[src/rtl/multicycle_alu.sv]
// Handshaked RISC-V ALU: one-cycle ALU/compare/JALR ops, iterative shift-add MUL/MULHU and
// restoring DIVU/REMU (divider only when ALU_DIV_EN is defined; otherwise those opcodes are illegal).
module multicycle_alu #(
  parameter int WIDTH = 32,
  parameter int SHW   = $clog2(WIDTH)
) (
  input  logic             CLK,
  input  logic             RST,
  input  logic             IN_VALID,
  output logic             IN_READY,
  input  logic [4:0]       OP,
  input  logic [WIDTH-1:0] A,
  input  logic [WIDTH-1:0] B,
  output logic             OUT_VALID,
  input  logic             OUT_READY,
  output logic [WIDTH-1:0] Out,
  output logic             Zero,
  output logic             Err
);

  localparam logic [4:0] OP_ADD   = 5'b00000;
  localparam logic [4:0] OP_SUB   = 5'b00001;
  localparam logic [4:0] OP_SLL   = 5'b00010;
  localparam logic [4:0] OP_SLT   = 5'b00011;
  localparam logic [4:0] OP_SLTU  = 5'b00100;
  localparam logic [4:0] OP_XOR   = 5'b00101;
  localparam logic [4:0] OP_SRL   = 5'b00110;
  localparam logic [4:0] OP_SRA   = 5'b00111;
  localparam logic [4:0] OP_OR    = 5'b01000;
  localparam logic [4:0] OP_AND   = 5'b01001;
  localparam logic [4:0] OP_BEQ   = 5'b01010;
  localparam logic [4:0] OP_BNE   = 5'b01011;
  localparam logic [4:0] OP_BLT   = 5'b01100;
  localparam logic [4:0] OP_BGE   = 5'b01101;
  localparam logic [4:0] OP_BLTU  = 5'b01110;
  localparam logic [4:0] OP_BGEU  = 5'b01111;
  localparam logic [4:0] OP_JALR  = 5'b10000;
  localparam logic [4:0] OP_MUL   = 5'b10001;
  localparam logic [4:0] OP_MULHU = 5'b10010;
`ifdef ALU_DIV_EN
  localparam logic [4:0] OP_DIVU  = 5'b10011;
  localparam logic [4:0] OP_REMU  = 5'b10100;
`endif

  typedef enum logic [1:0] {IDLE, EXEC, DONE} state_t;

  state_t           state_q, state_d;
  logic [4:0]       op_q, op_d;
  logic [WIDTH-1:0] lo_q, lo_d;
  logic [WIDTH-1:0] acc_q, acc_d;
  logic [WIDTH-1:0] b_q, b_d;
  logic [SHW-1:0]   cnt_q, cnt_d;
  logic             out_valid_q, out_valid_d;
  logic [WIDTH-1:0] out_q, out_d;
  logic             zero_q, zero_d;
  logic             err_q, err_d;

  logic             is_mul, is_div;
  logic [WIDTH-1:0] alu_out;
  logic             alu_zero, illegal;
  logic [WIDTH:0]   mul_sum;
  logic [SHW-1:0]   shamt;

  assign is_mul    = (op_q == OP_MUL) || (op_q == OP_MULHU);
`ifdef ALU_DIV_EN
  logic [WIDTH:0]   div_shift;
  assign is_div    = (op_q == OP_DIVU) || (op_q == OP_REMU);
`else
  assign is_div    = 1'b0;
`endif
  assign shamt     = b_q[SHW-1:0];
  assign IN_READY  = (state_q == IDLE);
  assign OUT_VALID = out_valid_q;
  assign Out       = out_q;
  assign Zero      = zero_q;
  assign Err       = err_q;

  // lo_q holds operand A; it doubles as the multiplier/dividend shift register.
  always_comb begin
    alu_out  = '0;
    alu_zero = 1'b0;
    illegal  = 1'b0;
    case (op_q)
      OP_ADD:   alu_out = lo_q + b_q;
      OP_SUB:   alu_out = lo_q - b_q;
      OP_SLL:   alu_out = lo_q << shamt;
      OP_SLT:   alu_out = {{(WIDTH-1){1'b0}}, ($signed(lo_q) < $signed(b_q))};
      OP_SLTU:  alu_out = {{(WIDTH-1){1'b0}}, (lo_q < b_q)};
      OP_XOR:   alu_out = lo_q ^ b_q;
      OP_SRL:   alu_out = lo_q >> shamt;
      OP_SRA:   alu_out = $signed(lo_q) >>> shamt;
      OP_OR:    alu_out = lo_q | b_q;
      OP_AND:   alu_out = lo_q & b_q;
      OP_BEQ:   alu_zero = (lo_q == b_q);
      OP_BNE:   alu_zero = (lo_q != b_q);
      OP_BLT:   alu_zero = ($signed(lo_q) < $signed(b_q));
      OP_BGE:   alu_zero = ($signed(lo_q) >= $signed(b_q));
      OP_BLTU:  alu_zero = (lo_q < b_q);
      OP_BGEU:  alu_zero = (lo_q >= b_q);
      OP_JALR: begin
        alu_out    = lo_q + b_q;
        alu_out[0] = 1'b0;
      end
      OP_MUL, OP_MULHU: begin
      end
`ifdef ALU_DIV_EN
      OP_DIVU, OP_REMU: begin
      end
`endif
      default:  illegal = 1'b1;
    endcase
  end

  always_comb begin
    state_d     = state_q;
    op_d        = op_q;
    lo_d        = lo_q;
    acc_d       = acc_q;
    b_d         = b_q;
    cnt_d       = cnt_q;
    out_valid_d = out_valid_q;
    out_d       = out_q;
    zero_d      = zero_q;
    err_d       = err_q;
    mul_sum     = '0;
`ifdef ALU_DIV_EN
    div_shift   = '0;
`endif
    case (state_q)
      IDLE: begin
        if (IN_VALID) begin
          op_d    = OP;
          lo_d    = A;
          b_d     = B;
          acc_d   = '0;
          cnt_d   = SHW'(WIDTH - 1);
          state_d = EXEC;
        end
      end
      EXEC: begin
        if (is_mul || is_div) begin
          if (is_mul) begin
            mul_sum = {1'b0, acc_q} + (lo_q[0] ? {1'b0, b_q} : '0);
            acc_d   = mul_sum[WIDTH:1];
            lo_d    = {mul_sum[0], lo_q[WIDTH-1:1]};
          end
`ifdef ALU_DIV_EN
          else begin
            div_shift = {acc_q, lo_q[WIDTH-1]};
            if (div_shift >= {1'b0, b_q}) begin
              acc_d = div_shift[WIDTH-1:0] - b_q;
              lo_d  = {lo_q[WIDTH-2:0], 1'b1};
            end else begin
              acc_d = div_shift[WIDTH-1:0];
              lo_d  = {lo_q[WIDTH-2:0], 1'b0};
            end
          end
`endif
          cnt_d = cnt_q - 1'b1;
          if (cnt_q == '0) begin
            // Odd opcodes (mul, divu) take the low/quotient half; even ones the high/remainder.
            out_d       = op_q[0] ? lo_d : acc_d;
            zero_d      = 1'b0;
            err_d       = 1'b0;
            out_valid_d = 1'b1;
            cnt_d       = '0;
            state_d     = DONE;
          end
        end else begin
          out_d       = alu_out;
          zero_d      = alu_zero;
          err_d       = illegal;
          out_valid_d = 1'b1;
          state_d     = DONE;
        end
      end
      DONE: begin
        if (OUT_READY) begin
          out_valid_d = 1'b0;
          state_d     = IDLE;
        end
      end
      default: state_d = IDLE;
    endcase
  end

  always_ff @(posedge CLK or posedge RST) begin
    if (RST) begin
      state_q     <= IDLE;
      op_q        <= '0;
      lo_q        <= '0;
      acc_q       <= '0;
      b_q         <= '0;
      cnt_q       <= '0;
      out_valid_q <= 1'b0;
      out_q       <= '0;
      zero_q      <= 1'b0;
      err_q       <= 1'b0;
    end else begin
      state_q     <= state_d;
      op_q        <= op_d;
      lo_q        <= lo_d;
      acc_q       <= acc_d;
      b_q         <= b_d;
      cnt_q       <= cnt_d;
      out_valid_q <= out_valid_d;
      out_q       <= out_d;
      zero_q      <= zero_d;
      err_q       <= err_d;
    end
  end

endmodule
[config.mk]
export PLATFORM = sky130hd
export DESIGN_NAME = multicycle_alu
export DESIGN_NICKNAME = d
export VERILOG_FILES = /design/src/rtl/multicycle_alu.sv
export SDC_FILE = /design/constraint.sdc
export NUM_CORES = 1
export LEC_CHECK = 0
export BUFFER_PORTS_ARGS = -buffer_cell sky130_fd_sc_hd__buf_2
export CORE_MARGIN = 5
export CORE_UTILIZATION = 50
export DETAILED_ROUTE_END_ITERATION = 7
export PLACE_DENSITY = 0.68
export SYNTH_ARGS = -nofsm -noshare
export SYNTH_HDL_FRONTEND = slang
export SYNTH_SLANG_ARGS = --single-unit
[constraint.sdc]
create_clock -name CLK -period 5.8 [get_ports CLK]
set_input_delay 0.29 -clock CLK [delete_from_list [all_inputs] [get_ports CLK]]
set_output_delay 0.29 -clock CLK [all_outputs]
set_load 0.005 [all_outputs]
==> Word-level counts from Yosys, hierarchy flattened <==
Cells that the tools add are included.
{ "totals": {"wordCells": 92, "out_inout_bits": 36, "input_bits": 73, "regBits": 143} }
{ "op_classes": {"n_reduce_logical": 12, "n_mux": 29, "n_bitwise": 3, "order_cmp": 4, "n_addsub": 4, "n_shift": 3, "n_eq_ne": 27} }
{ "ops": {"columns": ["operator", "n"], "rows": [
  ["case mux 32 bit (11 select lines)", 1],
  ["two-way mux 32 bit", 8],
  ["case mux 32 bit (2 select lines)", 2],
  ["greater-or-equal comparator 32 bit", 2],
  ["less-than comparator 32 bit", 2],
  ["== test 5 x 4 -> 1 bit (second input constant)", 8],
  ["adder 32 x 32 -> 33 bit", 1],
  ["adder 32 bit", 1],
  ["bitwise AND 32 bit", 1],
  ["== test 32 bit", 1],
  ["inequality test 32 bit", 1],
  ["bitwise OR 32 bit", 1],
  ["<< shifter 32 x 5 -> 32 bit", 1],
  [">> shifter 32 x 5 -> 32 bit", 1],
  [">>> shifter 32 x 5 -> 32 bit", 1],
  ["subtractor 32 bit", 1],
  ["XOR 32 bit", 1],
  ["== test 5 x 3 -> 1 bit (second input constant)", 4],
  ["OR reduction 19 bit", 1],
  ["== test 5 bit (second input constant)", 3],
  ["two-way mux 5 bit", 3],
  ["== test 5 x 2 -> 1 bit (second input constant)", 2],
  ["zero test 5 bit", 2],
  ["case mux 5 bit (2 select lines)", 1],
  ["17 further kinds", 32]
]} }

==> Longest topological paths before layout <==
Gate-level depths: netlist of run 1.
{ "logic_depth": {"ltp_word": 5, "mapped_depth": 16} }

==> Worst setup path before layout of run 1 <==
OpenSTA, ideal clock, no wires.
{ "synth_timing": {"kind": "reg2reg", "start": "reg b_q[1]", "end": "reg out_q[17], in the netlist Out[17]", "stages_incl_launch_ff": 17, "t_required_ns": 5.674, "slack_ns": 1.769, "path_buffers": 3, "synth_period_minus_slack_ns": 4.031, "setup_ns": 0.126, "t_arrival_ns": 3.905, "path_cell_list": "dfrtp_1 > inv_1 > buf_2 > buf_1 > buf_2 > nor2_1 > fa_1 > a211oi_1 > nor2_1 > o41a_1 > o211ai_1 > nand2_1 > a21o_1 > a21oi_1 > xor2_1 > nor2_1 > o32a_1"} }
{ "synth_between": {"elab_chain_len": 5} }
{ "synth_lines": {"columns": ["item", "line_no", "source"], "rows": [
  ["start, declared", "51", "logic [WIDTH-1:0] b_q, b_d;"],
  ["start signal, assigned", "193", "b_q <= '0;"],
  ["start signal, assigned", "204", "b_q <= b_d;"],
  ["two-way mux 32 bit", "143", "mul_sum = {1'b0, acc_q} + (lo_q[0] ? {1'b0, b_q} : '0);"],
  ["adder 32 x 32 -> 33 bit", "143", null],
  ["two-way mux 32 bit", "162", "out_d = op_q[0] ? lo_d : acc_d;"],
  ["two-way mux 32 bit", "160", "if (cnt_q == '0) begin"],
  ["two-way mux 32 bit (*)", "141", "if (is_mul || is_div) begin"],
  ["end signal, assigned", "207", "out_q <= out_d;"],
  ["end, declared", "54", "logic [WIDTH-1:0] out_q, out_d;"]
]} }
Mark *: on every way between the ends. The rest lies on a longest branch, timed or not. The select of a mux whose other input is x is not followed.
A chain may end at the register's enable or synchronous reset.

==> Worst setup path in the final report of run 1 <==
{ "layout_timing": {"start": "reg lo_q[8]", "end": "reg out_q[14], in the netlist Out[14]"} }
{ "layout_between": {"elab_chain_len": 3} }
{ "layout_lines": {"columns": ["item", "line_no", "source"], "rows": [
  ["start, declared", "49", "logic [WIDTH-1:0] lo_q, lo_d;"],
  ["start signal, assigned", "202", "lo_q <= lo_d;"],
  ["adder 32 bit (tied with other cells)", "84, 101", null],
  ["case mux 32 bit (11 select lines) (*)", "83", "case (op_q)"],
  ["two-way mux 32 bit (*)", "141", null]
]} }
Mark *: on every way between the ends. The rest lies on a longest branch, timed or not.

==> results of run 1 <==
-- placed cells by master, fill, tap and decap left out, types with 14 or more instances in the layout --
cell	n
nor2_1	279
nand2_1	239
a21oi_1	225
o21ai_0	208
dfrtp_1	139
ha_1	130
inv_1	111
buf_2	108
mux2i_1	81
nand3_1	56
nor3_1	44
buf_4	43
xnor2_1	34
a221oi_1	30
o211ai_1	26
a21o_1	25
o21bai_1	24
a31oi_1	24
nand2b_1	23
a211oi_1	22
o22ai_1	20
a2111oi_0	18
clkbuf_16	17
mux2_2	16
o2111ai_1	14
-- flip-flops by register name, summed over array words and instances, names as in the netlist --
register and cells:
Out 32, acc_q 32, b_q 32, lo_q 32, cnt_q 5, op_q 5
state_q 2, Err 1, OUT_VALID 1, Zero 1
-- power by group --
part           switching [µW]  internal, µW  total (µW)
Clock                     525           678        1200
Combinational            6490          3040        9530
Sequential                582          1380        1970
-- worst max-delay path, delay by kind of cell, from the launching register on --
| kind | cells | cell delay [ns] |
|---|---|---|
| DFF | 1 | 0.65 |
| buffers and inverters | 1 | 0.25 |
| AOI/OAI and AO/OA | 7 | 2.27 |
| and+or+nand+nor | 1 | 0.89 |
| adders and majority gates | 1 | 0.48 |
-- per-stage QoR --
stage          std cells  hold WS (ns)  total power, µW  util, %
4_1_cts             2630       0.00986            12200     55.2
3_3_place_gp        2598         0.448            11000     53.3
2_1_floorplan       2196         0.395             7910        -
3_5_place_dp        2598         0.462            11000     53.3
5_1_grt             2630        0.0280            13300     55.2
6_report            2630       -0.0121            12700     55.2
-- cell type report --
type | count | area (µm²) | area share [%]
Multi-Input combinational cell | 1784 | 11500 | 65.6
Sequential cell | 143 | 3580 | 20.5
Timing Repair Buffer | 151 | 863 | 4.94
Tap cell | 402 | 503 | 2.88
Clock buffer | 20 | 467 | 2.67
Inverter | 118 | 448 | 2.56
Clock inverter | 12 | 144 | 0.824
-- routing by layer --
layer | global-route usage, % | vias to the layer above
met3 | 10.5 | 198
met5 | 0 | -
met1 | 57.1 | 8751
met2 | 59.3 | 1309
li1 | - | 8008
met4 | 11.7 | 4
-- final timing paths --
path,endpoint,startpoint,depth (start not counted),slack [ns]
setup / recovery,Out[14]$_DFFE_PP0P_,lo_q[8]$_DFFE_PP0P_,10,1.14
hold / removal,acc_q[6]$_DFFE_PP0P_,RST,2,-0.01
setup reg to reg,Out[14]$_DFFE_PP0P_,lo_q[8]$_DFFE_PP0P_,10,1.14
hold reg to reg,Err$_DFFE_PP0P_,Err$_DFFE_PP0P_,2,0.48
max in group asynchronous,b_q[2]$_DFFE_PP0P_,RST,3,4.46
min in group CLK,op_q[1]$_DFFE_PP0P_,OP[1],3,0.02
-- logic make-up (layout without fill, tap and decap cells) --
kind of cell,count (synthesis),after routing,share of synthesized area (%)
AO/OA/AOI/OAI,777,777,31.3
AND/OR/NAND/NOR,722,722,19.4
buffers and inverters,269,301,6.49
flip-flops,143,143,22.3
multiplexers,106,106,7.44
adder cells (fa/ha/maj),133,133,10.5
XOR/XNOR,46,46,2.51
==> results.cfg, run 1 <==
[yosys]
ys_warn_count = 0
ys_seq_elements = 143
yosysMostFrequentCell = nor2_1
yosysSeqAreaShare_pct = 22.3
synthFlopType = dfrtp_1
ys_types = 85
syn_avg_cell_area_um2 = 7.31
syn-instance-count = 2196
synth_area_leader_cell = dfrtp_1
synth_edf_count = 0
synth_area_um2 = 16000
ys_top_cells_by_count = nor2_1 (280), nand2_1 (240), a21oi_1 (225), o21ai_0 (208), dfrtp_1 (143)
syn_nets = 2402
synth_top_area_share_pct = 22.3
async_flop_share_pct = 100
ys_top_cells_by_area = dfrtp_1 (22%), ha_1 (10%), a21oi_1 (7.0%)

[setup_path]
worst_ep_arrival_time_ns = 5.01
crit_chain = inv_1 > ha_1 > nor4_1 > a31oi_1 > o31ai_1 > a21boi_0 > a221o_1 > a221oi_1 > o21ai_0 > o21a_1
cp.required_ns = 6.15
critPathMaxFanout = 10
slowest_delay_ns = 0.89
end_kind = flop
slowest_stage = nor4_1
critPathKind = flop to flop
setup.worst_path.start_class = flop

[run]
maxCapViolations = 0

[clock_tree]
cts_tree = yes
cts_root_buf = clkbuf_16
clk_pin_slew_ns = 0.07
postCtsHoldBufs = 0
cts_buffers = 17
htree_levels = 4
clk_latency_ns = 0.46
cts.sinks = 143
cts_setup_buffers = 0
cts_buffer_depth = 2
cts_resized = 0

[final_layout]
design_area_um2 = 17500
nFillCells = 3095
nNetsFinal = 2421
antenna_cells = 0
drive_gt1_share_pct = 11.1
area_delta_synth_final_pct = 8.88

[sta]
slew_violations = 0
tightest_slew_ns = 1.37
setup_ws_ns = 1.14
relSlewSlack_pct = 6.25
fin_crit_ns = 4.66
setup_tns_ns = 0
rsz0062_at_grt = no
fin_skew_ns = 0.0149
hold_viol = 6
max_clock_freq_mhz = 214
whs_ns = -0.0121
setup_viol = 0
finalCritPeriodShare_pct = 80.4

[routing]
detail_route.vias_per_cell = 6.95
drc_errors = 0
drt_wl_total_um = 73700
routedWlPerCell_um = 28.0
drt_first_pass_iters = 6
route.met2.wl_um = 31000
drtIter0Drc = 2670
ant_nets = 0
wirelength_met1_um = 30100
highest-signal-layer = met5
num_vias = 18270
met3_length_um = 9980

[status]
violations = hold timing
outcome = complete, but fails checks

[place]
placed_cell_area_um2 = 16900
port-buffer-count = 108
routabilityCongestion = 1.08
post-dp-hpwl_um = 55200
preCtsSetupSlack_ns = 1.48

[floorplanning]
dieArea_um2 = 35800
fp.dieW_um = 189
fp.coreArea_um2 = 31600
start_util_pct = 50.7
ios = 109
rows = 65
die_y_um = 189

[global_route]
grt_pass1_vias = 17036
grt_max_degree = 93
overflow = 0
grt_pass1_wl_um = 109000
antenna_found_initial = 3
track_usage_pct = 39.9

[min_path]
holdCritPathClass = input pin to async pin

[power]
leakage_uw = 0.00764
vdd_drop_max_mv = 0.451
p_per_area_nw_per_um2 = 727
No activity file was read; power rests on OpenSTA's default activity.
==> run 2: changes to the inputs <==
==> constraint.sdc (replaced) <==
create_clock -name CLK -period 4.5 [get_ports CLK]
set_input_delay 0.225 -clock CLK [delete_from_list [all_inputs] [get_ports CLK]]
set_output_delay 0.225 -clock CLK [all_outputs]
set_load 0.005 [all_outputs]
==> results.cfg, run 2 (synthesis results as in run 1) <==
[final_layout]
nNetsFinal = 2509
design_area_um2 = 18200
drive_gt1_share_pct = 12.8
final_cell_mix = nor2_1 (279), nand2_1 (239), a21oi_1 (225)
final_common_cell = nor2_1
area_delta_synth_final_pct = 13.6

[global_route]
use_met1_pct = 59.6
grt_pass1_wl_um = 115000
busiest_layer = met2
use_met2_pct = 60.5
antenna_found_initial = 1
track_usage_pct = 42.2
grt_max_degree = 90
use_met3_pct = 13.7
overflow = 0
grt_pass1_vias = 17794

[power]
vdd_drop_max_mv = 0.491
p_per_area_nw_per_um2 = 929
leakage_uw = 0.00803

[routing]
drt_wl_total_um = 77400
drtIter0Drc = 2988
drc_errors = 0
routedWlPerCell_um = 28.5
ant_nets = 0
num_vias = 19005
drt_first_pass_iters = 6
detail_route.vias_per_cell = 6.98

[sta]
max_clock_freq_mhz = 231
slew_violations = 0
hold_viol = 0
fin_crit_ns = 4.32
setup_viol = 0
fin_skew_ns = 0.0196
setup_tns_ns = 0
finalCritPeriodShare_pct = 96.0
relSlewSlack_pct = 36.1
tightest_slew_ns = 0.947
rsz0062_at_grt = no

[place]
port-buffer-count = 108
placed_cell_area_um2 = 17300
post-dp-hpwl_um = 58200
routabilityCongestion = 1.07

[clock_tree]
cts_root_buf = clkbuf_16
cts_buffers = 17
cts_tree = yes
cts.sinks = 143
clk_latency_ns = 0.47
cts_buffer_depth = 2
htree_levels = 4
clk_pin_slew_ns = 0.08
cts_setup_buffers = 0

[floorplanning]
dieArea_um2 = 35800
die_y_um = 189
fp.dieW_um = 189
ios = 109
start_util_pct = 50.7
rows = 65
fp.coreArea_um2 = 31600

[min_path]
holdCritPathClass = input pin to flop

[setup_path]
end_kind = flop
cp.required_ns = 4.89
setup.worst_path.start_class = flop
critPathMaxFanout = 9
worst_ep_arrival_time_ns = 4.71
critPathKind = flop to flop

[run]
maxCapViolations = 0

[status]
outcome = complete, no violations
-- run 2: cell types whose count changed in the layout (fill, tap and decap cells not counted), sizes merged --
| cell | delta |
|---|---|
| dlygate4sd3 | +35 |
| clkinvlp | +2 |
| inv | -2 |
| diode | +3 |
| buf | +53 |
-- run 2: layout make-up --
type	count	area (µm²)
clock buffer	20	437
tap	402	503
sequential	143	3580
antenna	3	7.51
timing repair buffer	239	1650
inverter	118	448
clock inverter	12	136
fill	2976	13400
multi-input combinational	1784	11500
-- run 2: final timing paths --
| path | start | endpoint | slack [ns] | cells past startpoint |
|---|---|---|---|---|
| setup / recovery | lo_q[9]$_DFFE_PP0P_ | Out[31]$_DFFE_PP0P_ | 0.18 | 12 |
| hold / removal | B[30] | b_q[30]$_DFFE_PP0P_ | 0.009 | 3 |
| setup reg to reg | lo_q[9]$_DFFE_PP0P_ | Out[31]$_DFFE_PP0P_ | 0.18 | 12 |
| hold reg to reg | Out[4]$_DFFE_PP0P_ | Out[4]$_DFFE_PP0P_ | 0.50 | 1 |
| max in group asynchronous | RST | lo_q[30]$_DFFE_PP0P_ | 2.93 | 4 |
| min in group asynchronous | RST | acc_q[4]$_DFFE_PP0P_ | 0.38 | 3 |
-- run 2: repair_timing --
item	in CTS	in global routing
endpoints found under the setup margin	0	1
hold buffers	35	0
resized for setup	0	1
endpoints found under the hold margin	85	0
-- run 2: where the power goes --
part	internal [µW]	total (µW)	switching (µW)
clock network	823	1500	679
registers	1790	2430	640
logic	4280	13000	8720
-- run 2: worst max-delay path: stages, from the launching register on --
cell,delay (ns)
dfrtp_1,0.59
inv_1,0.12
ha_1,0.48
inv_1,0.18
or4_1,0.53
nor3_1,0.32
or3_4,0.23
a41oi_2,0.21
nor4bb_2,0.74
o41ai_2,0.16
xnor2_1,0.41
a21oi_1,0.13
o22ai_1,0.14
-- run 2: per-layer routing --
| metal | vias up | share of wire [%] |
|---|---|---|
| met1 | 9035 | 41 |
| li1 | 8210 | - |
| met3 | 237 | 14 |
| met4 | 0 | 4.2 |
| met5 | - | 0 |
| met2 | 1523 | 41 |
-- run 2: stage by stage --
step	cells	total power [µW]	hold WS (ns)	setup slack [ns]	util, %
2_1_floorplan	2196	10200	0.330	0.437	-
3_3_place_gp	2651	14700	0.322	0.187	54.7
3_5_place_dp	2651	14700	0.332	0.300	54.7
4_1_cts	2718	16200	0.00129	0.229	57.6
5_1_grt	2718	17700	0.0407	0.205	57.6
6_report	2721	16900	0.00908	0.178	57.6
